**src/rtl/seq_detector_param.sv**
```systemverilog
// Purpose: serial-bit sequence detector with a loadable pattern and a saturating match counter.
// Latency: out is high in the cycle after the edge that samples the completing bit.
// Backpressure: none; bits are qualified by en, load flushes history and wins over en.
module seq_detector_param #(
    parameter int                 PAT_LEN       = 4,
    parameter int                 CNT_W         = 8,
    parameter logic [PAT_LEN-1:0] RESET_PATTERN = PAT_LEN'(4'b1011)
) (
    input  logic               clk,
    input  logic               rst,
    input  logic               en,
    input  logic               x,
    input  logic               overlap,
    input  logic               load,
    input  logic [PAT_LEN-1:0] pattern_in,
    input  logic               count_clr,
    output logic               out,
    output logic [CNT_W-1:0]   match_count,
    output logic               count_sat
);

    // fill has to reach PAT_LEN inclusive
    localparam int FILL_W = $clog2(PAT_LEN + 1);
    localparam logic [FILL_W-1:0] FILL_FULL = FILL_W'(PAT_LEN);

    logic [PAT_LEN-1:0] r_pat;
    logic [PAT_LEN-1:0] r_hist;
    logic [FILL_W-1:0]  r_fill;
    logic               r_out;
    logic [CNT_W-1:0]   r_cnt;

    logic [PAT_LEN-1:0] w_hist_n;
    logic [FILL_W-1:0]  w_fill_n;
    logic               w_cmp;
    logic               w_match;
    logic               w_cnt_max;

    // Next history and fill for an accepted bit; a match needs a full window
    // so a zeroed history never matches an all-zero pattern early.
    always_comb begin
        w_hist_n = {r_hist[PAT_LEN-2:0], x};
        w_fill_n = (r_fill == FILL_FULL) ? r_fill : r_fill + FILL_W'(1);
        w_cmp    = (w_fill_n == FILL_FULL) && (w_hist_n == r_pat);
        w_match  = en && !load && w_cmp;
    end

    assign w_cnt_max = (r_cnt == {CNT_W{1'b1}});

    // Pattern, history, fill and match pulse; load discards the bit of its cycle.
    always_ff @(posedge clk) begin
        if (rst) begin
            r_pat  <= RESET_PATTERN;
            r_hist <= '0;
            r_fill <= '0;
            r_out  <= 1'b0;
        end else if (load) begin
            r_pat  <= pattern_in;
            r_hist <= '0;
            r_fill <= '0;
            r_out  <= 1'b0;
        end else if (en) begin
            r_hist <= w_hist_n;
            // non-overlap restarts the window so the matched bits are not reused
            r_fill <= (w_match && !overlap) ? '0 : w_fill_n;
            r_out  <= w_match;
        end else begin
            r_out  <= 1'b0;
        end
    end

    // Saturating match counter; clear beats a same-cycle match.
    always_ff @(posedge clk) begin
        if (rst) begin
            r_cnt <= '0;
        end else if (count_clr) begin
            r_cnt <= '0;
        end else if (w_match && !w_cnt_max) begin
            r_cnt <= r_cnt + CNT_W'(1);
        end
    end

    assign out         = r_out;
    assign match_count = r_cnt;
    assign count_sat   = w_cnt_max;

endmodule

```
**config.mk**
```make
export PLATFORM = sky130hd
export DESIGN_NAME = seq_detector_param
export DESIGN_NICKNAME = d
export VERILOG_FILES = /design/src/rtl/seq_detector_param.sv
export SDC_FILE = /design/constraint.sdc
export NUM_CORES = 1
export LEC_CHECK = 0
export ABC_AREA = 1
export ABC_CLOCK_PERIOD_IN_PS = 4400
export BUFFER_PORTS_ARGS = -buffer_cell sky130_fd_sc_hd__buf_2
export CAP_MARGIN = 20
export CELL_PAD_IN_SITES_DETAIL_PLACEMENT = 1
export CELL_PAD_IN_SITES_GLOBAL_PLACEMENT = 1
export CORE_AREA = 2 2 58 60
export DETAILED_ROUTE_END_ITERATION = 8
export DIE_AREA = 0 0 60 62
export PLACE_DENSITY_LB_ADDON = 0.15
export SYNTH_ARGS = -nofsm -noshare
export SYNTH_HDL_FRONTEND = slang
export SYNTH_SLANG_ARGS = --single-unit
```
**constraint.sdc**
```tcl
create_clock -name clk -period 4.4 [get_ports clk]
set_input_delay 0.66 -clock clk [delete_from_list [all_inputs] [get_ports clk]]
set_output_delay 0.66 -clock clk [all_outputs]
set_load 0.005 [all_outputs]
```
# Word-level counts from Yosys, hierarchy flattened

Index checks and enable logic that the tools add are counted.
W data, S select, Z words.

Add/sub/neg operators: 2
Equality and inequality tests: 4
Mux-type cells: 2
Bitwise logic cells: 1
Reduce and logical (&&, ||, !) cells: 11

Operators by type and width:

| cell                  | number |
|---|---|
| $add A8 B1 Y8 const B | 1 |
| $eq A8 B8 Y1 const B  | 1 |
| $eq A3 B3 Y1 const B  | 2 |
| $mux W3               | 2 |
| $logic_and A1 B1 Y1   | 5 |
| $eq A4 B4 Y1          | 1 |
| $reduce_or A2 Y1      | 2 |
| $add A3 B1 Y3 const B | 1 |
| $logic_not A1 Y1      | 3 |
| $reduce_or A3 Y1      | 1 |
| $not A1 Y1            | 1 |

Register bits: 19
Input bits: 11

# Longest topological paths before layout

Depth after elaboration: 7
Depth in mapped cells: 11

# Worst setup path before layout

No wires, ideal clock.

Path kind: register to output
From: reg r_cnt[1] (netlist: match_count[1])
To: out count_sat
Data arrival time: 1.043 ns
Required time: 3.740 ns
Setup slack: 2.697 ns
Cell stages (with the launch flop): 6
Buffers on the path: 0
Cell sequence: dfxtp_1 ha_1 nand2_1 nor2_2 nand3_4 inv_1

Word-level cells in the longest chain between the ends: 1

RTL lines:

| item                     | line | text |
|---|---|---|
| start: declaration       | 30   | `logic [CNT_W-1:0] r_cnt;` |
| start signal: assignment | 78   | `r_cnt <= r_cnt + CNT_W'(1);` |
| $eq A8 B8 Y1             | 47   | `assign w_cnt_max = (r_cnt == {CNT_W{1'b1}});` |
| end: declaration         | 19   | `output logic count_sat` |

No other way between the ends.

# Final worst setup path

Ends and elaborated chain as after synthesis.

==> metrics.md <==
| Metric | Value |
|---|---|
| DP Wirelength | 2080 µm |
| Period Utilization, post-route | between 50% and 60% |
| Crit start category | register |
| WL final | between 2000 and 3000 µm |
| Switching share of power | roughly a quarter |
| Final Skew | a little over 0.008 ns |
| DR WL/cell | 11.4 µm |
| PwrDens | around 240 nW/µm² |
| Worst-Margin Slew | about 0.35 ns |
| NetSw | ~0.076 mW |
| # rows | 21 |
| Synthesized netlist cell count | 150 |
| Slowest Stage Delay on Critical Path | roughly 0.4 ns |
| Hold path depth | 2 |
| H-tree levels | 1 |
| Vias in the first global route | roughly 1000 |
| Clock Pin Slew Worst Setup and Hold Paths | between 0.1 and 0.15 ns |
| Peak VDD IR | roughly 0.11 mV |
| Post-DRT Antenna Nets | 0 |
| Synth top area cells | dfxtp_1 36%, nand2_1 14%, inv_1 7.9% |
| Sequence of cells on the critical path | ha_1 > nand2_1 > nor2_2 > nand3_4 > inv_1 > buf_2 |
| GPL Wtd Cong | 0.739 |
| Reg2Reg Capture Point | match_count[5] |
| Clock share of power | 28.9% |
| Yosys top cell area share | between 30 and 40% |
| WS Path Type | reg -> out |
| First-pass GRT wire length | between 4000 and 5000 µm |
| Final Slew Violations | 0 |
| Critical R2R Launch | r_fill[0] |
| Hold Path End | r_pat[2] |
| Commonest cells after routing, fill and taps aside | 38 x nand2_1, 22 x inv_1, 20 x buf_2 |
| Final WS setup | ~2.2 ns |
| Dominant cell type by area after synthesis | dfxtp_1 |
| Sum of buffers and inverters on the critical path | 2 |
| Post-cts sizing count | 0 |
| Clk_lat worst skew | a little under 0.3 ns |
| Root buf cell | clkbuf_4 |
| Ant. Diodes | 0 |
| # port buffers | 20 |
| Post-Route Setup TNS | 0 ns |
| Worst endpoint required time | ~3.7 ns |
| RSZ-0062 raised after global routing | no |
| Maximum buffer depth of the clock tree | 2 |
| Hold WS | 0.486 ns |
| TritonCTS clock tree | done |
| Largest net degree at the start of global routing | 14 |
| Max Clock Freq | 452 MHz |
| Syn nets | 164 |
| Drc violations | 0 |
| Die W | roughly 60 µm |
| Critical Path AT | 1.55 ns |
| Register share of total power | approximately 60% |
| Fillcell total | around 420 |
| Gr usage total | between 10% and 20% |
| CTS Sinks | 19 |
| Placed Instances | 215 |
| FF+latch count, synth | 19 |
| Vias post-DR | roughly 1000 |
| Max Cap Viol | 0 |
| Routed vias/inst | roughly 4.7 |
| Leak Pwr | between 0.5 and 0.6 nW |
| Synth unique cells | 19 |
| Power Internal | roughly 0.22 mW |
| Post-route insts no fill | about 220 |
| Die area | ~3700 µm² |
| Comb pwr share | a little over a tenth |
| Reg2reg path depth | 10 |
| Die H | about 62 µm |
| Sequential share of the synthesized area | 36.2% |
| Slew HR | 76.4% |
| Status | complete, no violations |
| Nature of the critical path endpoint | primary output |
| Nets | roughly 190 |
| I/O pin cnt | 21 |
| CORE AREA | approximately 3200 µm² |
| Final Instance Area | about 1200 µm² |
| Hold Startpoint | r_pat[2] |
| Period minus WS final | between 2 and 2.5 ns |
| Mapped cell area | ~1000 µm² |
| Detailed Routing Iterations Pass 1 | 2 |
| R2R setup slack | between 2 and 3 ns |
| # hold bufs at CTS | 0 |
| DRT iter0 DRCs | 44 |
| Hold Violations, Final | 0 |
| Crit path max fanout | 9 |
| Post-CTS Setup Bufs | 0 |
| Most common cell after layout, fill and taps aside | nand2_1 |
| Yosys Warn Count | 0 |
| Dpl ws | ~2.5 ns |
| Starting Density | between 30% and 40% |
| Slowest CP cell | dfxtp_1 |
| CP top delay family | simple AND/OR/NAND/NOR gates |
| P&R area growth vs syn | 17.2% |
| Gr ovfl total | 0 |
| Initial antenna violation count | 0 |
| Endpoints failing setup | 0 |
| Syn_area_per_cell | 7.00 µm² |
| Share of layout cells above drive strength 1 | 19.7% |
| Worst hold path type | reg -> reg |
| CTS buffer count | 3 |
| Placed Area | approximately 1200 µm² |
## flip-flops by register name, indices dropped and copies added (netlist names)
register,flops
match_count,8
out,1
r_fill,3
r_hist,3
r_pat,4
## area by class of cell
type / count / area [µm²] / share of cell area, %
Clock buffer: 4 / 26.3 / 2.14
Timing Repair Buffer: 20 / 100 / 8.14
Tap cell: 46 / 57.6 / 4.68
Inverter: 23 / 86.3 / 7.02
Multi-Input combinational cell: 107 / 579 / 47.1
Sequential cell: 19 / 380 / 30.9
## worst max path at each step
stage / from / to / slack (ns) / cells after the start
2_1_floorplan: match_count[1] / count_sat / 2.70 / 5
5_1_grt: match_count[1] / count_sat / 2.05 / 6
4_1_cts: match_count[0] / count_sat / 2.15 / 6
3_5_place_dp: match_count[0] / count_sat / 2.50 / 6
3_3_place_gp: match_count[1] / count_sat / 2.58 / 6
6_report: match_count[1] / count_sat / 2.19 / 6
## kinds of logic after synthesis
family                   share of synthesized area, %
XOR/XNOR                                         3.34
flip-flops                                       36.2
buffers and inverters                            8.58
AO/OA/AOI/OAI                                    13.2
adder cells (fa/ha/maj)                          3.58
AND/OR/NAND/NOR                                  35.0
## layer usage
metal  vias up  wire [µm]  GRT usage, %
met1       489       1020          16.4
met2        14       1390          29.3
li1        531          -             -
met3         4         60          1.86
met4         0         34          6.67
met5         -          0             0
## power groups by stage
stage / Clock [mW] / Sequential, mW / Combinational [mW]
finish: 0.0866 / 0.180 / 0.0326
detailed placement: 0 / 0.184 / 0.0333
global placement: 0 / 0.184 / 0.0313
global route: 0.0969 / 0.181 / 0.0380
CTS: 0.0915 / 0.180 / 0.0335
floorplan: 0 / 0.183 / 0.0224
## cells in the mapped netlist
library cell / count
o21ai_2: 1
nor2_8: 1
o21ai_0: 9
nand3_1: 7
inv_1: 22
nor2_2: 1
nor2_4: 1
nand2_2: 4
o211ai_1: 2
xor2_1: 4
dfxtp_1: 19
a21oi_1: 14
nand3_4: 2
nor2_1: 13
nand2_1: 38
clkbuf_1: 1
ha_1: 3
nand4_1: 7
inv_2: 1
## metrics by stage
stage	util (%)	total power, mW
after floorplan	-	0.206
after global placement	37.9	0.215
after detailed placement	37.9	0.218
after CTS	38.7	0.305
after global routing	38.7	0.316
final	38.7	0.299
## worst register-to-register path: cells and delay by family, from the launching register on
kind                       cells  cell delay [ns]
and+or+nand+nor                7             0.82
adders and majority gates      1             0.22
buffers and inverters          1             0.08
DFF                            1             0.38
AOI/OAI and AO/OA              1             0.06
Power figures use the tool's default switching activity.
